[config.mk]
export PLATFORM = sky130hd
export DESIGN_NAME = inert_spi_reader_flat
export DESIGN_NICKNAME = d
export VERILOG_FILES = /design/src/rtl/inert_pkg.sv /design/src/rtl/inert_spi_reader_if.sv /design/src/rtl/inert_spi_xcvr.sv /design/src/rtl/inert_spi_reader.sv /design/src/flat_wrapper.sv
export SDC_FILE = /design/constraint.sdc
export NUM_CORES = 1
export LEC_CHECK = 0
export CAP_MARGIN = 20
export CORE_ASPECT_RATIO = 1.25
export CORE_MARGIN = 4
export CORE_UTILIZATION = 45
export DETAILED_ROUTE_END_ITERATION = 16
export GPL_TIMING_DRIVEN = 0
export PLACE_DENSITY = 0.65
export REMOVE_ABC_BUFFERS = 1
export SYNTH_ARGS = -nofsm -noshare
export SYNTH_HDL_FRONTEND = slang
export SYNTH_SLANG_ARGS = --single-unit
export TNS_END_PERCENT = 30
[constraint.sdc]
create_clock -name clk -period 1.7 [get_ports clk]
set_input_delay 0.17 -clock clk [delete_from_list [all_inputs] [get_ports clk]]
set_output_delay 0.17 -clock clk [all_outputs]
set_load 0.02 [all_outputs]
[src/rtl/inert_pkg.sv]
// Shared types and constants for the inertial-sensor SPI reader.
//   state_t      : sequencer states, power-up through read burst and holdoff
//   INIT_CMD1..3 : sensor init register writes, issued in order after power-up
//   RD_BASE_ADDR : address of the first rate byte; the burst reads six consecutive bytes
//   HOLDOFF_CLKS : dwell after a burst so a releasing INT is not seen again
package inert_pkg;

    typedef enum logic [3:0] {
        StPwrWait,
        StInit1,
        StInit2,
        StInit3,
        StWaitInt,
        StRd0,
        StRd1,
        StRd2,
        StRd3,
        StRd4,
        StRd5,
        StHoldoff
    } state_t;

    localparam logic [15:0] INIT_CMD1 = 16'h0D02;  // INT on gyro data-ready
    localparam logic [15:0] INIT_CMD2 = 16'h1160;  // gyro 416 Hz, 250 dps
    localparam logic [15:0] INIT_CMD3 = 16'h1460;  // rounding on

    localparam logic [7:0] RD_BASE_ADDR = 8'hA2;

    localparam int unsigned HOLDOFF_CLKS = 4;

    // Read frame for byte idx of the burst: address in the high byte, don't-care low byte.
    function automatic logic [15:0] rd_cmd(input logic [2:0] idx);
        return {RD_BASE_ADDR + {5'd0, idx}, 8'h00};
    endfunction

    // States that own exactly one SPI frame.
    function automatic logic needs_frame(input state_t s);
        return s inside {StInit1, StInit2, StInit3, StRd0, StRd1, StRd2, StRd3, StRd4, StRd5};
    endfunction

endpackage

[src/rtl/inert_spi_reader_if.sv]
// SPI pin bundle between the reader (master) and the inertial sensor (slave).
//   SS_n : select, active low
//   SCLK : serial clock, idles high (mode 3)
//   MOSI : data to sensor
//   MISO : data from sensor
interface inert_spi_reader_if;

    logic SS_n;
    logic SCLK;
    logic MOSI;
    logic MISO;

    modport master (output SS_n, output SCLK, output MOSI, input MISO);
    modport slave  (input SS_n, input SCLK, input MOSI, output MISO);

endinterface

[src/rtl/inert_spi_xcvr.sv]
// 16-bit SPI mode-3 transceiver, MSB first.
//   clk, rst_n : system clock, async active-low reset
//   wrt        : start a frame with cmd (honoured only while idle)
//   cmd        : 16-bit word shifted out on MOSI
//   done       : one-cycle pulse in the first clock after SS_n rises
//   rd_data    : the 16 bits sampled on MISO during the last frame
//   spi        : SS_n/SCLK/MOSI/MISO pins
// SCLK period is 2^SCLK_DIV_W clocks. Frame: SS_n falls, one half-period with SCLK high,
// 16 SCLK periods (fall then rise), one more half-period high, SS_n rises.
module inert_spi_xcvr
    import inert_pkg::*;
#(
    parameter int unsigned SCLK_DIV_W = 5
) (
    input  logic                clk,
    input  logic                rst_n,
    input  logic                wrt,
    input  logic [15:0]         cmd,
    output logic                done,
    output logic [15:0]         rd_data,
    inert_spi_reader_if.master  spi
);

    localparam int unsigned HALF_W = SCLK_DIV_W - 1;

    typedef enum logic [1:0] {StIdle, StSetup, StLow, StHigh} xcvr_state_t;

    xcvr_state_t        state_q, state_d;
    logic [HALF_W-1:0]  div_q;
    logic [3:0]         bit_q;
    logic [15:0]        tx_q;
    logic [15:0]        rx_q;
    logic               done_q;
    logic               half_end;

    assign half_end = &div_q;

    always_ff @(posedge clk or negedge rst_n) begin
        if (!rst_n) begin
            state_q <= StIdle;
        end else begin
            state_q <= state_d;
        end
    end

    always_comb begin
        state_d = state_q;
        unique case (state_q)
            StIdle:  if (wrt) state_d = StSetup;
            StSetup: if (half_end) state_d = StLow;
            StLow:   if (half_end) state_d = StHigh;
            StHigh:  if (half_end) state_d = (bit_q == 4'd15) ? StIdle : StLow;
            default: state_d = StIdle;
        endcase
    end

    always_ff @(posedge clk or negedge rst_n) begin
        if (!rst_n) begin
            div_q  <= '0;
            bit_q  <= '0;
            tx_q   <= '0;
            rx_q   <= '0;
            done_q <= 1'b0;
        end else begin
            done_q <= 1'b0;
            if (state_q == StIdle) begin
                div_q <= '0;
                if (wrt) begin
                    tx_q  <= cmd;
                    bit_q <= '0;
                end
            end else begin
                div_q <= div_q + HALF_W'(1);
            end
            // Rising SCLK edge: sample MISO.
            if (state_q == StLow && half_end) begin
                rx_q <= {rx_q[14:0], spi.MISO};
            end
            // Falling SCLK edge: advance MOSI, or close the frame after the 16th rise.
            // The first fall (out of StSetup) keeps the MSB that was loaded with SS_n.
            if (state_q == StHigh && half_end) begin
                if (bit_q == 4'd15) begin
                    done_q <= 1'b1;
                end else begin
                    tx_q  <= {tx_q[14:0], 1'b0};
                    bit_q <= bit_q + 4'd1;
                end
            end
        end
    end

    always_comb begin
        spi.SS_n = (state_q == StIdle);
        spi.SCLK = (state_q != StLow);
        spi.MOSI = tx_q[15];
    end

    assign done    = done_q;
    assign rd_data = rx_q;

endmodule

[src/rtl/inert_spi_reader.sv]
// SPI sequencer for the 6-axis inertial sensor.
//   clk, rst_n : 50 MHz clock, async active-low reset
//   INT        : sensor data-ready, asynchronous level
//   spi        : SS_n/SCLK/MOSI/MISO pins
//   ptch_rt, roll_rt, yaw_rt : signed 16-bit rates, held between vld pulses
//   vld        : one-cycle strobe when all three rates update together
//   init_done  : high once the init writes finish, until reset
//   stale      : INT-timeout flag
// Waits 2^PWR_WAIT_W clocks, writes three init registers, then reads six rate bytes
// per data-ready. Optional INT timeout under `INERT_RD_TIMEOUT_EN: after 2^TO_W-1 clocks
// in WAIT_INT a burst is forced and stale is set until the next INT-driven vld.
module inert_spi_reader
    import inert_pkg::*;
#(
    parameter int unsigned PWR_WAIT_W = 16,
    parameter int unsigned SCLK_DIV_W = 5,
    parameter int unsigned TO_W       = 20
) (
    input  logic                clk,
    input  logic                rst_n,
    input  logic                INT,
    inert_spi_reader_if.master  spi,
    output logic signed [15:0]  ptch_rt,
    output logic signed [15:0]  roll_rt,
    output logic signed [15:0]  yaw_rt,
    output logic                vld,
    output logic                init_done,
    output logic                stale
);

    localparam int unsigned           HOLD_W    = $clog2(HOLDOFF_CLKS);
    localparam logic [HOLD_W-1:0]     HOLD_LAST = HOLD_W'(HOLDOFF_CLKS - 1);

    state_t                 state_q, state_d;
    logic                   int_meta_q, int_sync_q;
    logic [PWR_WAIT_W-1:0]  pwr_cnt_q;
    logic [HOLD_W-1:0]      hold_cnt_q;
    logic                   wrt_q;
    logic [15:0]            cmd;
    logic                   done;
    logic [15:0]            rd_data;
    logic [4:0][7:0]        hold_q;
    logic signed [15:0]     ptch_q, roll_q, yaw_q;
    logic                   vld_q;
    logic                   to_fire;

    inert_spi_xcvr #(
        .SCLK_DIV_W (SCLK_DIV_W)
    ) u_xcvr (
        .clk     (clk),
        .rst_n   (rst_n),
        .wrt     (wrt_q),
        .cmd     (cmd),
        .done    (done),
        .rd_data (rd_data),
        .spi     (spi)
    );

    // Only the data byte of each read frame carries information.
    logic unused_rd_hi;
    assign unused_rd_hi = ^rd_data[15:8];

    always_ff @(posedge clk or negedge rst_n) begin
        if (!rst_n) begin
            state_q <= StPwrWait;
        end else begin
            state_q <= state_d;
        end
    end

    always_comb begin
        state_d = state_q;
        unique case (state_q)
            StPwrWait: if (&pwr_cnt_q) state_d = StInit1;
            StInit1:   if (done) state_d = StInit2;
            StInit2:   if (done) state_d = StInit3;
            StInit3:   if (done) state_d = StWaitInt;
            StWaitInt: if (int_sync_q || to_fire) state_d = StRd0;
            StRd0:     if (done) state_d = StRd1;
            StRd1:     if (done) state_d = StRd2;
            StRd2:     if (done) state_d = StRd3;
            StRd3:     if (done) state_d = StRd4;
            StRd4:     if (done) state_d = StRd5;
            StRd5:     if (done) state_d = StHoldoff;
            StHoldoff: if (hold_cnt_q == HOLD_LAST) state_d = StWaitInt;
            default:   state_d = StPwrWait;
        endcase
    end

    always_comb begin
        cmd       = '0;
        init_done = 1'b1;
        unique case (state_q)
            StPwrWait: init_done = 1'b0;
            StInit1:   begin cmd = INIT_CMD1; init_done = 1'b0; end
            StInit2:   begin cmd = INIT_CMD2; init_done = 1'b0; end
            StInit3:   begin cmd = INIT_CMD3; init_done = 1'b0; end
            StRd0:     cmd = rd_cmd(3'd0);
            StRd1:     cmd = rd_cmd(3'd1);
            StRd2:     cmd = rd_cmd(3'd2);
            StRd3:     cmd = rd_cmd(3'd3);
            StRd4:     cmd = rd_cmd(3'd4);
            StRd5:     cmd = rd_cmd(3'd5);
            default:   ;
        endcase
    end

    always_ff @(posedge clk or negedge rst_n) begin
        if (!rst_n) begin
            int_meta_q <= 1'b0;
            int_sync_q <= 1'b0;
            pwr_cnt_q  <= '0;
            hold_cnt_q <= '0;
            wrt_q      <= 1'b0;
            hold_q     <= '0;
            ptch_q     <= '0;
            roll_q     <= '0;
            yaw_q      <= '0;
            vld_q      <= 1'b0;
        end else begin
            int_meta_q <= INT;
            int_sync_q <= int_meta_q;
            pwr_cnt_q  <= (state_q == StPwrWait) ? pwr_cnt_q + PWR_WAIT_W'(1) : '0;
            hold_cnt_q <= (state_q == StHoldoff) ? hold_cnt_q + HOLD_W'(1) : '0;
            // One start pulse on entry to each frame state; the transceiver is idle by then,
            // and the extra cycle keeps SS_n high for two clocks between frames.
            wrt_q      <= (state_d != state_q) && needs_frame(state_d);
            vld_q      <= 1'b0;
            if (done) begin
                case (state_q)
                    StRd0: hold_q[0] <= rd_data[7:0];
                    StRd1: hold_q[1] <= rd_data[7:0];
                    StRd2: hold_q[2] <= rd_data[7:0];
                    StRd3: hold_q[3] <= rd_data[7:0];
                    StRd4: hold_q[4] <= rd_data[7:0];
                    StRd5: begin
                        ptch_q <= {hold_q[1], hold_q[0]};
                        roll_q <= {hold_q[3], hold_q[2]};
                        yaw_q  <= {rd_data[7:0], hold_q[4]};
                        vld_q  <= 1'b1;
                    end
                    default: ;
                endcase
            end
        end
    end

`ifdef INERT_RD_TIMEOUT_EN
    logic [TO_W-1:0] to_cnt_q;
    logic            stale_q;
    logic            forced_q;

    // A real INT wins over a coincident timeout.
    assign to_fire = (state_q == StWaitInt) && (&to_cnt_q) && !int_sync_q;

    always_ff @(posedge clk or negedge rst_n) begin
        if (!rst_n) begin
            to_cnt_q <= '0;
            stale_q  <= 1'b0;
            forced_q <= 1'b0;
        end else begin
            // Held at zero outside WAIT_INT, so every entry starts a fresh count.
            to_cnt_q <= (state_q == StWaitInt) ? to_cnt_q + TO_W'(1) : '0;
            if (state_q == StWaitInt && state_d == StRd0) begin
                forced_q <= to_fire;
            end
            if (to_fire) begin
                stale_q <= 1'b1;
            end else if (done && state_q == StRd5 && !forced_q) begin
                stale_q <= 1'b0;
            end
        end
    end

    assign stale = stale_q;
`else
    assign to_fire = 1'b0;
    assign stale   = 1'b0;

    // TO_W only sizes the timeout counter, which this build does not have.
    logic unused_to_w;
    assign unused_to_w = ^TO_W;
`endif

    assign ptch_rt = ptch_q;
    assign roll_rt = roll_q;
    assign yaw_rt  = yaw_q;
    assign vld     = vld_q;

endmodule
[src/flat_wrapper.sv]
// flat-port wrapper written by rule: the top's interface ports become plain ports
module inert_spi_reader_flat import inert_pkg::*;
#(
    parameter int unsigned PWR_WAIT_W = 16,
    parameter int unsigned SCLK_DIV_W = 5,
    parameter int unsigned TO_W       = 20
)
  (clk, rst_n, INT, ptch_rt, roll_rt, yaw_rt, vld, init_done, stale, spi_SS_n, spi_SCLK, spi_MOSI, spi_MISO);
  inert_spi_reader_if spi_i ();
  input  logic clk;
  input  logic rst_n;
  input  logic INT;
  output logic signed [15:0] ptch_rt;
  output logic signed [15:0] roll_rt;
  output logic signed [15:0] yaw_rt;
  output logic vld;
  output logic init_done;
  output logic stale;
  output wire logic [$bits(spi_i.SS_n)-1:0] spi_SS_n;
  output wire logic [$bits(spi_i.SCLK)-1:0] spi_SCLK;
  output wire logic [$bits(spi_i.MOSI)-1:0] spi_MOSI;
  input wire logic [$bits(spi_i.MISO)-1:0] spi_MISO;
  assign spi_SS_n = spi_i.SS_n;
  assign spi_SCLK = spi_i.SCLK;
  assign spi_MOSI = spi_i.MOSI;
  assign spi_i.MISO = spi_MISO;
  inert_spi_reader #(.PWR_WAIT_W(PWR_WAIT_W), .SCLK_DIV_W(SCLK_DIV_W), .TO_W(TO_W)) u_core (.clk(clk), .rst_n(rst_n), .INT(INT), .spi(spi_i), .ptch_rt(ptch_rt), .roll_rt(roll_rt), .yaw_rt(yaw_rt), .vld(vld), .init_done(init_done), .stale(stale));
endmodule
==> flow_summary_export.csv, run 1 <==
group,metric,value,unit
worst_setup_path,crit_required,1.53,ns
worst_setup_path,path_class,"reg2out",
global_route,grt_pass1_wl,20300,um
worst_setup_path,reg2reg_depth,5,
global_route,grt.total_usage,16.8,%
worst_setup_path,regToRegSetupSlack,-0.12,ns
global_route,grt_overflow,0,
die,io_pins,58,
die,chipWidth,112,um
place,numPortBuffers,56,
finish,final_common_cell,"dfrtp_1",
finish,final_net_count,548,
worst_setup_path,slowest_delay,0.47,ns
synth,avgSynthCellArea,13.7,um2
place,place_hpwl,7200,um
place,place_ws,-0.733,ns
timing,fmax,541,MHz
worst_setup_path,cp_slowest_cell,"dfrtp_2",
drt,drt_iter0_drc,141,
synth,seq_area_frac_synth,61.6,%
clock_tree,cts_buffers,17,
worst_setup_path,crit-reg2reg-launch,"u_core.state_q[2]",
synth,synth_compound_area_share,6.35,%
worst_setup_path,path_buf_inv,3,
power_and_ir_drop,total_power,7300,uW
finish,final_cell_mix,"142 x dfrtp_1, 65 x mux2_2, 52 x clkdlybuf4s50_1",
synth,async_flop_share,100,%
clock_tree,path_clk_slew,0.06,ns
timing,whs,0.196,ns
timing,final-hold-violation-count,0,
timing,drv_slew,0,
synth,synth_top_family_by_area,"multiplexers",
die,rows,47,
clock_tree,cts_root_buffer,"clkbuf_16",
place,place_area,0.00680,mm2
worst_setup_path,cp-start-kind,"register",
flow_run,maxCapViolations,0,
drt,dr.pass1.iters,5,
synth,syn-cell-area,0.00605,mm2
synth,synthAdderAreaFrac,0.827,%
outcome,status,"complete, but fails checks",
synth,ys_types,51,
synth,synth.largest_area_cell,"dfrtp_1",
finish,num_antenna_cells,0,
drt,drcViolationCount,0,
drt,ant_nets,0,
synth,synthMuxAreaShare,18.7,%
place,place.gp.congestion,0.770,
clock_tree,clk_path_buf_depth,2,
timing,relSlewSlack,45.6,%
global_route,antenna_found_initial,0,
die,die_h,138,um
power_and_ir_drop,power_density,911,mW/mm2
finish,design_area,0.00801,mm2
worst_setup_path,worst-path-stages,4,
timing,rsz0062_at_grt,"yes",
synth,synth_flop_cell,"dfrtp_1",
synth,ys_seq_elements,149,
clock_tree,cts_tree,"built",
clock_tree,clock-sinks,149,
synth,synth-xor-area-share,1.88,%
synth,synthCells,443,
synth,synth_enable_flop_cells,0,
worst_setup_path,cp.arrival,1.68,ns
die,core_area,0.0132,mm2
finish,area_growth,32.4,%
timing,tightest_slew,0.816,ns
worst_setup_path,cp_top_family,"flip-flops",
min_path,worst_hold_path_type,"in2reg",
worst_setup_path,startpoint,"u_core.state_q[3]",
finish,drive_above_1_share,37.4,%
worst_setup_path,r2r_end,"u_core.wrt_q",
timing,period_needed,1.85,ns
timing,setup-tns-final,-2.03,ns
die,initial_utilization,45.7,%
power_and_ir_drop,power.leakage,0.00369,uW
drt,vias,3899,
worst_setup_path,endpoint_kind,"output port",
die,dieArea,0.0154,mm2
synth,synth_area_leaders,"dfrtp_1 62%, mux2_2 18%, nor2_1 1.7%",
timing,setup_violations,59,
global_route,grt_pass1_vias,3910,
synth,yosys.area_share.simple,8.59,%
drt,wl_per_cell,17.9,um
timing,finClkSkew,0.0103,ns
timing,period_share,109,%
clock_tree,htree_num_levels,4,
worst_setup_path,crit_top_cell,"buf_4",
outcome,violations,"setup timing",
drt,routed_wirelength,13000,um
drt,vias_per_cell,5.39,
clock_tree,clk_latency,0.42,ns
power_and_ir_drop,vdd_ir_drop_max,0.000557,V
synth,synth_top_area_share,61.6,%
global_route,grt_max_degree,90,
worst_setup_path,crit_chain,"buf_4 > buf_4 > or2_2 > buf_2",
synth,yosys_warnings,0,
timing,setup_slack,-0.148,ns
worst_setup_path,crit_fanout,8,
finish,num-fill-cells,1011,
worst_setup_path,critPathCapture,"init_done",
stage by stage:
step,util (%),instances
5_1_grt,60.5,724
2_1_floorplan,-,426
6_report,60.5,724
3_5_place_dp,51.4,655
3_3_place_gp,51.0,653
4_1_cts,58.4,714
worst reg2reg max path, delay by kind of cell, from the launching register on:
kind / cells / cell delay, ns
compound gates: 2 / 0.47
buf+inv: 1 / 0.17
flops: 1 / 0.43
simple gates: 2 / 0.63
kinds of logic after synthesis:
| logic type | count (synthesis) |
|---|---|
| AO/OA/AOI/OAI | 50 |
| XOR/XNOR | 13 |
| adder cells (fa/ha/maj) | 4 |
| buffers and inverters | 27 |
| flip-flops | 149 |
| multiplexers | 99 |
| other | 1 |
| AND/OR/NAND/NOR | 100 |
where the power goes:
part | internal, uW | total (uW) | switching [uW]
sequential | 3550 | 3550 | 0.902
combinational | 14.2 | 83.8 | 69.6
clock | 1970 | 3670 | 1690
total | 5530 | 7300 | 1760
Yosys cell counts (4+ instances only):
master / n
nand4_1: 4
inv_1: 10
a221o_1: 10
mux2_2: 97
nand2b_1: 6
clkbuf_1: 7
nor2_2: 4
nor3_1: 9
a21o_1: 4
nand2_1: 15
o21ai_0: 7
nor2_1: 28
xnor2_1: 10
buf_2: 8
a22o_1: 6
a21oi_1: 10
dfrtp_1: 149
nand3_1: 10
ha_1: 4
worst min-delay path by stage:
stage | startpoint | end | slack (ns) | cells past startpoint
after global routing | INT | u_core.int_meta_q | 0.20 | 1
after detailed placement | rst_n | u_core.pwr_cnt_q[6] | 0.30 | 1
after floorplan | rst_n | u_core.hold_cnt_q[0] | -0.13 | 0
after CTS | INT | u_core.int_meta_q | 0.17 | 1
final | INT | u_core.int_meta_q | 0.20 | 1
after global placement | u_core.int_meta_q | u_core.int_sync_q | 0.33 | 0
area by class of cell:
cell class	instances	area [um2]	area share [%]
sequential	149	3740	46.7
multi-input combinational	268	2470	30.9
timing repair buffer	94	966	12.1
clock buffer	17	425	5.31
tap	171	214	2.67
clock inverter	15	158	1.97
inverter	10	37.5	0.469
registers in the layout (all words and copies together) (netlist names):
signal / flops
u_core.u_xcvr.rd_data: 8
u_core.u_xcvr.div_q: 4
u_core.u_xcvr.done: 1
u_core.wrt_q: 1
u_core.int_sync_q: 1
u_core.pwr_cnt_q: 16
u_core.u_xcvr.tx_q: 16
u_core.vld: 1
u_core.hold_q: 40
u_core.u_xcvr.state_q: 2
u_core.hold_cnt_q: 2
u_core.ptch_rt: 16
u_core.roll_rt: 16
u_core.int_meta_q: 1
u_core.yaw_rt: 16
u_core.u_xcvr.bit_q: 4
u_core.state_q: 4
per-layer routing:
layer | global-route usage [%] | vias up | share of wire (%)
met3 | 5.27 | 20 | 4.6
met5 | 0 | - | 0
met2 | 27.4 | 91 | 50
met4 | 6.56 | 0 | 2.4
met1 | 21.2 | 1999 | 43
li1 | - | 1789 | -
repair_timing:
| action | CTS | global route |
|---|---|---|
| pin swaps | 5 | 7 |
| cloned | 3 | 0 |
| hold buffers | 1 | 0 |
| setup buffers | 23 | 10 |
| endpoints found under the hold margin | 88 | 0 |
| resized for setup | 36 | 53 |
| endpoints found under the setup margin | 129 | 113 |
Power figures use the tool's default switching activity.
==> inputs of run 2 (changes only) <==
- SETUP_SLACK_MARGIN: default -> 0.3
==> flow_summary_export.csv, run 2 (same netlist as run 1, synthesis figures left out) <==
group,metric,value,unit
outcome,status,"complete, but fails checks",
outcome,violations,"setup timing",
drt,drcViolationCount,0,
worst_setup_path,crit_fanout,8,
place,place.gp.congestion,0.770,
clock_tree,clk_path_buf_depth,2,
global_route,grt.total_usage,17.3,%
timing,finClkSkew,0.0109,ns
clock_tree,path_clk_slew,0.07,ns
place,place_area,0.00680,mm2
die,die_h,138,um
timing,relSlewSlack,45.6,%
place,place_hpwl,7200,um
finish,final_net_count,561,
finish,top_register,"u_core.hold_q",
die,initial_utilization,45.7,%
worst_setup_path,crit-reg2reg-launch,"u_core.state_q[3]",
power_and_ir_drop,power_density,883,mW/mm2
die,core_area,0.0132,mm2
worst_setup_path,r2r_end,"u_core.hold_q[27]",
timing,setup_violations,35,
global_route,grt_pass1_vias,4015,
drt,vias_per_cell,5.43,
drt,dr.pass1.iters,5,
worst_setup_path,startpoint,"u_core.state_q[3]",
worst_setup_path,path_class,"reg2reg",
clock_tree,clock-sinks,149,
clock_tree,cts_tree,"built",
global_route,grt_pass1_wl,20800,um
die,io_pins,58,
drt,vias,4003,
place,place_ws,-0.733,ns
place,dp_cells,655,
timing,rsz0062_at_grt,"yes",
finish,design_area,0.00827,mm2
finish,largest_reg_flops,40,
worst_setup_path,endpoint_kind,"register",
timing,period_needed,1.77,ns
power_and_ir_drop,vdd_ir_drop_max,0.000581,V
die,dieArea,0.0154,mm2
drt,drt_iter0_drc,159,
worst_setup_path,cp.arrival,2.07,ns
finish,finalNonFillerCells,737,
worst_setup_path,cp-start-kind,"register",
finish,final_cell_mix,"141 x dfrtp_1, 53 x mux2_2, 51 x dlygate4sd2_1",
global_route,grt_overflow,0,
global_route,grt_max_degree,90,
drt,wl_per_cell,18.2,um
worst_setup_path,regToRegSetupSlack,-0.07,ns
worst_setup_path,reg2reg_depth,6,
timing,setup_slack,-0.0689,ns
drt,routed_wirelength,13400,um
finish,area_growth,36.7,%
timing,period_share,104,%
timing,drv_slew,0,
finish,utilization,62.5,%
min_path,worst_hold_path_type,"in2reg",
worst_setup_path,critPathCapture,"u_core.hold_q[27]",
timing,tightest_slew,0.816,ns
timing,fmax,565,MHz
place,numPortBuffers,56,
clock_tree,cts_root_buffer,"clkbuf_16",
clock_tree,htree_num_levels,4,
worst_setup_path,crit_required,2.00,ns
die,rows,47,
flow_run,maxCapViolations,0,
drt,ant_nets,0,
power_and_ir_drop,power.leakage,0.00403,uW
finish,num_antenna_cells,0,
finish,drive_above_1_share,41.7,%
die,chipWidth,112,um
clock_tree,cts_buffers,17,
global_route,antenna_found_initial,0,
timing,final-hold-violation-count,0,
finish,final_common_cell,"dfrtp_1",
timing,setup-tns-final,-1.44,ns
clock_tree,clk_latency,0.42,ns
==> run 2: how the worst min path moves through the flow <==
stage	from	end	slack [ns]	cells past startpoint
floorplan	rst_n	u_core.hold_cnt_q[0]	-0.13	0
CTS	INT	u_core.int_meta_q	0.17	1
detailed placement	rst_n	u_core.pwr_cnt_q[6]	0.30	1
global placement	u_core.int_meta_q	u_core.int_sync_q	0.33	0
finish	INT	u_core.int_meta_q	0.21	1
global route	INT	u_core.int_meta_q	0.21	1
==> run 2: where the power goes <==
| part | leakage [uW] | switching (uW) | internal, uW | total (uW) |
|---|---|---|---|---|
| registers | 0.00205 | 0.920 | 3550 | 3550 |
| logic | 0.00169 | 69.6 | 14.3 | 83.9 |
| clock network | 0.000290 | 1700 | 1970 | 3670 |
==> run 2: what timing repair did <==
item | CTS | global route
buffers inserted | 30 | 15
resized for setup | 131 | 60
hold buffers | 1 | 0
gates cloned | 4 | 0
pin swaps | 20 | 35
setup endpoints to repair | 188 | 140
hold endpoints to repair | 88 | 0
==> run 2: cell type report <==
type                    count  area (um2)
fillers                   991        4960
flip-flops and latches    149        3740
multi-input cells         268        2610
repair buffers            107        1090
clock buffers              17         425
well taps                 171         214
clock inverters            15         158
inverters                  10        37.5
==> run 2: per-stage QoR <==
stage / hold slack [ns] / total power (uW)
floorplan: -0.126 / 3620
global placement: 0.334 / 3690
detailed placement: 0.301 / 3700
CTS: 0.174 / 7380
global route: 0.205 / 7560
finish: 0.210 / 7300
==> run 2: routing by layer <==
layer  vias to the layer above  wire length, um  GRT usage, %  part of all wire (%)
li1                       1815                -             -                     -
met1                      2070             5720          21.4                    43
met2                       102             6700          28.7                    50
met3                        16              681          5.23                   5.1
met4                         0              308          6.29                   2.3
met5                         -                0             0                     0
==> run 2: critical path: stages, from the launching register on <==
cell	delay, ns
dfrtp_2	0.41
buf_6	0.12
and2b_2	0.19
nand2_4	0.08
buf_6	0.14
or3_4	0.41
mux2_2	0.30
